[src/rtl/opamp_trim_pkg.sv]
// Shared definitions for the op-amp trim SAR controller: state encoding and default sizing.
package opamp_trim_pkg;

    typedef enum logic [2:0] {
        ST_IDLE   = 3'd0,
        ST_LOAD   = 3'd1,
        ST_SETTLE = 3'd2,
        ST_SAMPLE = 3'd3,
        ST_FINISH = 3'd4
    } state_e;

    localparam int DEF_DAC_BITS   = 8;
    localparam int DEF_SETTLE_CYC = 16;

    // Settle counter is sized for the largest legal SETTLE_CYC (255).
    localparam int CNT_W = 8;

endpackage

[src/rtl/opamp_trim_sar_sync2.sv]
// Two-flop synchronizer for the asynchronous comparator output.
module sync2 (
    input  logic clk_i,
    input  logic rst_ni,
    input  logic d_i,
    output logic q_o
);
    logic meta_q;
    logic sync_q;

    always_ff @(posedge clk_i or negedge rst_ni) begin
        if (!rst_ni) begin
            meta_q <= 1'b0;
            sync_q <= 1'b0;
        end else begin
            meta_q <= d_i;
            sync_q <= meta_q;
        end
    end

    assign q_o = sync_q;

endmodule

[src/rtl/opamp_trim_sar.sv]
// Successive-approximation trim controller for a precision op-amp offset DAC, MSB first.
// Every output is a register loaded from next-state values so it lines up with the state it belongs to.
module opamp_trim_sar
    import opamp_trim_pkg::*;
#(
    parameter int DAC_BITS   = DEF_DAC_BITS,
    parameter int SETTLE_CYC = DEF_SETTLE_CYC
) (
    input  logic                CLK,
    input  logic                RESET_N,
    input  logic                START,
    input  logic                ABORT,
    input  logic                CMP,
    output logic [DAC_BITS-1:0] DAC_CODE,
    output logic                DAC_LOAD,
    output logic                BUSY,
    output logic                DONE,
    output logic [DAC_BITS-1:0] TRIM,
    output logic                VALID,
    output logic                SATURATED
);

    localparam int                  IDX_W       = (DAC_BITS > 1) ? $clog2(DAC_BITS) : 1;
    localparam logic [DAC_BITS-1:0] MIDSCALE    = {1'b1, {(DAC_BITS-1){1'b0}}};
    localparam logic [DAC_BITS-1:0] ONE         = {{(DAC_BITS-1){1'b0}}, 1'b1};
    localparam logic [IDX_W-1:0]    TOP_IDX     = IDX_W'(DAC_BITS - 1);
    localparam logic [CNT_W-1:0]    SETTLE_LAST = CNT_W'(SETTLE_CYC - 1);

    state_e              state_q, state_d;
    logic [DAC_BITS-1:0] work_q, work_d;
    logic [IDX_W-1:0]    bitIdx_q, bitIdx_d;
    logic [CNT_W-1:0]    cnt_q, cnt_d;
    logic                restorePend_q, restorePend_d;
    logic [DAC_BITS-1:0] dacCode_q, dacCode_d;
    logic                dacLoad_q, dacLoad_d;
    logic                busy_q, busy_d;
    logic                done_q, done_d;
    logic [DAC_BITS-1:0] trim_q, trim_d;
    logic                valid_q, valid_d;
    logic                sat_q, sat_d;

    logic                cmpSync;
    logic [DAC_BITS-1:0] trialMask;
    logic [DAC_BITS-1:0] nextMask;
    logic [DAC_BITS-1:0] keptWork;

    sync2 u_cmpSync (
        .clk_i  (CLK),
        .rst_ni (RESET_N),
        .d_i    (CMP),
        .q_o    (cmpSync)
    );

    always_comb begin
        state_d       = state_q;
        work_d        = work_q;
        bitIdx_d      = bitIdx_q;
        cnt_d         = cnt_q;
        restorePend_d = restorePend_q;
        dacCode_d     = dacCode_q;
        dacLoad_d     = 1'b0;
        done_d        = 1'b0;
        trim_d        = trim_q;
        valid_d       = valid_q;
        sat_d         = sat_q;

        trialMask = ONE << bitIdx_q;
        nextMask  = ONE << (bitIdx_q - 1'b1);
        keptWork  = cmpSync ? (work_q | trialMask) : work_q;

        unique case (state_q)
            ST_IDLE: begin
                // A fresh search supersedes any restore pulse still owed from an abort.
                if (START && !ABORT) begin
                    state_d       = ST_LOAD;
                    bitIdx_d      = TOP_IDX;
                    work_d        = '0;
                    dacCode_d     = MIDSCALE;
                    dacLoad_d     = 1'b1;
                    restorePend_d = 1'b0;
                end else if (restorePend_q) begin
                    dacLoad_d     = 1'b1;
                    restorePend_d = 1'b0;
                end
            end

            ST_LOAD: begin
                // LOAD already strobed the DAC, so the restore strobe is deferred a clock.
                if (ABORT) begin
                    state_d       = ST_IDLE;
                    dacCode_d     = trim_q;
                    restorePend_d = 1'b1;
                end else begin
                    state_d = ST_SETTLE;
                    cnt_d   = '0;
                end
            end

            ST_SETTLE: begin
                if (ABORT) begin
                    state_d   = ST_IDLE;
                    cnt_d     = '0;
                    dacCode_d = trim_q;
                    dacLoad_d = 1'b1;
                end else if (cnt_q == SETTLE_LAST) begin
                    state_d = ST_SAMPLE;
                    cnt_d   = '0;
                end else begin
                    cnt_d = cnt_q + 1'b1;
                end
            end

            ST_SAMPLE: begin
                if (ABORT) begin
                    state_d   = ST_IDLE;
                    dacCode_d = trim_q;
                    dacLoad_d = 1'b1;
                end else begin
                    work_d = keptWork;
                    if (bitIdx_q == '0) begin
                        state_d   = ST_FINISH;
                        dacCode_d = keptWork;
                        dacLoad_d = 1'b1;
                        done_d    = 1'b1;
                        trim_d    = keptWork;
                        valid_d   = 1'b1;
                        sat_d     = (keptWork == '0) || (keptWork == '1);
                    end else begin
                        state_d   = ST_LOAD;
                        bitIdx_d  = bitIdx_q - 1'b1;
                        dacCode_d = keptWork | nextMask;
                        dacLoad_d = 1'b1;
                    end
                end
            end

            ST_FINISH: begin
                state_d = ST_IDLE;
            end

            default: begin
                state_d = ST_IDLE;
            end
        endcase

        busy_d = (state_d != ST_IDLE);
    end

    always_ff @(posedge CLK or negedge RESET_N) begin
        if (!RESET_N) begin
            state_q       <= ST_IDLE;
            work_q        <= '0;
            bitIdx_q      <= '0;
            cnt_q         <= '0;
            restorePend_q <= 1'b0;
            dacCode_q     <= MIDSCALE;
            dacLoad_q     <= 1'b0;
            busy_q        <= 1'b0;
            done_q        <= 1'b0;
            trim_q        <= MIDSCALE;
            valid_q       <= 1'b0;
            sat_q         <= 1'b0;
        end else begin
            state_q       <= state_d;
            work_q        <= work_d;
            bitIdx_q      <= bitIdx_d;
            cnt_q         <= cnt_d;
            restorePend_q <= restorePend_d;
            dacCode_q     <= dacCode_d;
            dacLoad_q     <= dacLoad_d;
            busy_q        <= busy_d;
            done_q        <= done_d;
            trim_q        <= trim_d;
            valid_q       <= valid_d;
            sat_q         <= sat_d;
        end
    end

    assign DAC_CODE  = dacCode_q;
    assign DAC_LOAD  = dacLoad_q;
    assign BUSY      = busy_q;
    assign DONE      = done_q;
    assign TRIM      = trim_q;
    assign VALID     = valid_q;
    assign SATURATED = sat_q;

endmodule

[config.mk]
export PLATFORM = sky130hd
export DESIGN_NAME = opamp_trim_sar
export DESIGN_NICKNAME = d
export VERILOG_FILES = /design/src/rtl/opamp_trim_pkg.sv /design/src/rtl/opamp_trim_sar_sync2.sv /design/src/rtl/opamp_trim_sar.sv
export SDC_FILE = /design/constraint.sdc
export NUM_CORES = 1
export LEC_CHECK = 0
export CAP_MARGIN = 20
export CORE_ASPECT_RATIO = 0.5
export CORE_MARGIN = 5
export CORE_UTILIZATION = 50
export DETAILED_ROUTE_END_ITERATION = 8
export DONT_BUFFER_PORTS = 1
export HOLD_SLACK_MARGIN = 0.1
export SLEW_MARGIN = 30
export SYNTH_ARGS = -nofsm -noshare
export SYNTH_HDL_FRONTEND = slang
export SYNTH_SLANG_ARGS = --single-unit
[constraint.sdc]
create_clock -name CLK -period 4.33 [get_ports CLK]
set_clock_uncertainty 0.15 [all_clocks]
set_input_delay 0.866 -clock CLK [delete_from_list [all_inputs] [get_ports CLK]]
set_output_delay 0.866 -clock CLK [all_outputs]
set_load 0.02 [all_outputs]
==> impl_metrics.toml <==
[drt]
wl_per_cell_um = 17.73
dr.max_layer_used = "met4"
vias = 1792
dr.pass1.iters = 4
drc = 0
drtAntennaViolNets = 0
wl_um = 5389
wl_met1_um = 2639
route.met3.wl_um = 413
vias_per_cell = 5.895
drt_iter0_drc = 194
wl_met2_um = 2276

[timing]
setup_tns_ps = 0
setup_violations = 0
fin_crit_sh_pct = 50.61
finalHoldViolations = 0
layout_setup_ws_ps = 2139
tightest_slew_ps = 487.4
min_period_ps = 2191
slew_violations = 0
fmax_mhz = 456.4
rsz0062_at_grt = "false"
slew_headroom_pct = 67.50

[logic_synthesis]
synth.avg_cell_area_um2 = 9.473
synth_cell_types = 48
async_flop_share_pct = 100.0
yosys_warnings = 0
syn_area_um2 = 2340
syn_nets = 259
synth-main-ff-cell = "dfrtp_1"
ys_ff_latch = 46
synth_edf_count = 0
ys_seq_area_share_pct = 49.30
syn_inst = 247

[power_and_ir_drop]
p_leak_nw = 1.112
power_density_nw_per_um2 = 402.6
vdd_drop_max_mv = 0.1723

[placed_design]
gp_congestion = 0.8850
dp_slack_ps = 2092
io_buffers = 0
hpwl_um = 3783
place_area_um2 = 2345
dp_cells = 294

[die]
die_w_um = 106.7
initial_core_util_pct = 52.38
coreArea_um2 = 4467
ios = 26
die_y_um = 58.37
dieArea_um2 = 6230
core.rowCount = 17

[clocking]
clock_latency_ps = 300
cts_buffer_depth = 2
numCtsBuffers = 5
h-tree-depth = 2
clock-sinks = 46
cts_root_buffer = "clkbuf_8"
postCtsResizedCells = 0
cts_tree = "built"
cts.clk_slew.worst_paths_ps = 90

[worst_setup_path]
critPathRequiredTime_ps = 4390
cp_cell_sequence = "inv_1, ha_1, nor2b_1, nand2_4, clkinv_2, nand3_1, o21ai_0"
slowest_stage = "dfrtp_1"
critPathKind = "flop to flop"
worstPathArrival_ps = 2250
cpPeakStageDelay_ps = 450
worstSetupEndpointType = "flop"
path_max_fanout = 15
startpoint_type = "flop"

[grt]
antenna_found_initial = 0
grt.overflow.total = 0
grt_pass1_vias = 1723
grt_pass1_wl_um = 9108
grt_max_degree = 35
grt_util_all_layers_pct = 18.64

[cells_and_area]
final_util_pct = 56.36
layout-drive-gt1-share_pct = 9.312
finalNonFillerCells = 304
diodes = 0
final_net_count = 258
area_delta_synth_final_pct = 7.593
fin_area_um2 = 2517

[min_path]
hold_class = "flop to flop"

[run]
max_cap_violations = 0

[status]
status = "completed"
layout by cell type, fill, tap and decap left out, types with 5 or more instances in the layout:
| cell | netlist | final |
|---|---|---|
| dfrtp_1 | 44 | 44 |
| ha_1 | 7 | 7 |
| nand3_1 | 10 | 10 |
| a22oi_1 | 5 | 5 |
| xnor2_1 | 7 | 7 |
| nand2_1 | 16 | 16 |
| a21oi_1 | 28 | 28 |
| nor2_1 | 35 | 35 |
| a31oi_1 | 5 | 5 |
| clkbuf_8 | 0 | 6 |
| nor3_1 | 6 | 6 |
| inv_1 | 7 | 7 |
| o21ai_0 | 17 | 17 |
sequential cells by signal, indices dropped and copies added (netlist names), 3 cells and up:
register / flops
cnt_q: 8
TRIM: 8
DAC_CODE: 8
work_q: 8
state_q: 3
bitIdx_q: 3
routing by layer:
layer	up-vias	GRT usage (%)
li1	872	-
met1	858	27.48
met2	55	27.10
met3	7	5.038
met4	0	5.282
met5	-	0
final timing paths:
| kind | depth (start not counted) | to | slack, ps | from |
|---|---|---|---|---|
| min in group asynchronous | 1 | DAC_LOAD$_DFF_PN0_ | 230 | RESET_N |
| worst max register to register | 7 | SATURATED$_DFFE_PN0P_ | 2140 | bitIdx_q[0]$_DFFE_PN0P_ |
| worst min register to register | 0 | u_cmpSync.q_o$_DFF_PN0_ | 210 | u_cmpSync.meta_q$_DFF_PN0_ |
| max in group asynchronous | 1 | TRIM[5]$_DFFE_PN0P_ | 2900 | RESET_N |
| worst max-delay path | 7 | SATURATED$_DFFE_PN0P_ | 2140 | bitIdx_q[0]$_DFFE_PN0P_ |
| worst min-delay path | 0 | u_cmpSync.q_o$_DFF_PN0_ | 210 | u_cmpSync.meta_q$_DFF_PN0_ |
what timing repair did:
action / 4_1_cts / 5_1_grt
setup buffers: 0 / 0
hold endpoints to repair: 34 / 10
hold buffers: 1 / 1
critical path, delay by kind of cell, from the launching register on:
family                     cells  cell delay [ps]
buffers and inverters          2              320
AOI/OAI and AO/OA              1              170
adders and majority gates      1              330
DFF                            1              450
and+or+nand+nor                3              670
cell families (layout without fill, tap and decap cells):
family / after synthesis / in the layout / synth area share (%)
AOI/OAI and AO/OA: 74 / 74 / 18.88
muxes: 5 / 5 / 2.353
DFF: 46 / 46 / 49.30
buffers and inverters: 18 / 18 / 4.171
and+or+nand+nor: 89 / 89 / 18.56
xor gates and xnor gates: 8 / 8 / 2.995
adders and majority gates: 7 / 7 / 3.743
layout make-up:
type | count | area (µm²)
fillers | 403 | 1949
well taps | 57 | 71.32
multi-input cells | 183 | 1089
clock inverters | 2 | 60.06
repair buffers | 2 | 30.03
inverters | 8 | 31.28
clock buffers | 6 | 82.58
flip-flops and latches | 46 | 1154
through the flow:
stage	total power [mW]	hold slack (ps)
after global placement	0.6171	183.6
after CTS	1.020	100.7
after floorplan	0.5947	181.2
after global routing	1.058	226.2
after detailed placement	0.6188	187.3
final	1.013	205.1
cell usage after synthesis, drive strengths merged (2+ instances only):
| cell | count | area (µm²) |
|---|---|---|
| nand2b | 3 | 18.77 |
| mux2 | 4 | 45.04 |
| nor3 | 7 | 40.04 |
| o22ai | 2 | 12.51 |
| and2b | 2 | 15.01 |
| and2 | 4 | 25.03 |
| nand2 | 17 | 71.32 |
| ha | 7 | 87.58 |
| nor4 | 2 | 12.51 |
| nor2b | 3 | 18.77 |
| nand4 | 2 | 12.51 |
| nand3 | 10 | 50.05 |
| a31oi | 5 | 31.28 |
| inv | 7 | 26.28 |
| dfstp | 2 | 52.55 |
| a22o | 2 | 17.52 |
| o21ai | 21 | 105.1 |
| nor2 | 35 | 131.4 |
| xnor2 | 7 | 61.31 |
| buf | 9 | 62.55 |
| a22oi | 5 | 37.54 |
| dfrtp | 44 | 1101 |
| a21oi | 29 | 148.9 |
report_power, final:
| group | switching [mW] | internal (mW) |
|---|---|---|
| clock | 0.147 | 0.246 |
| combinational | 0.0639 | 0.0433 |
| sequential | 0.0521 | 0.461 |
Power figures use the tool's default switching activity.
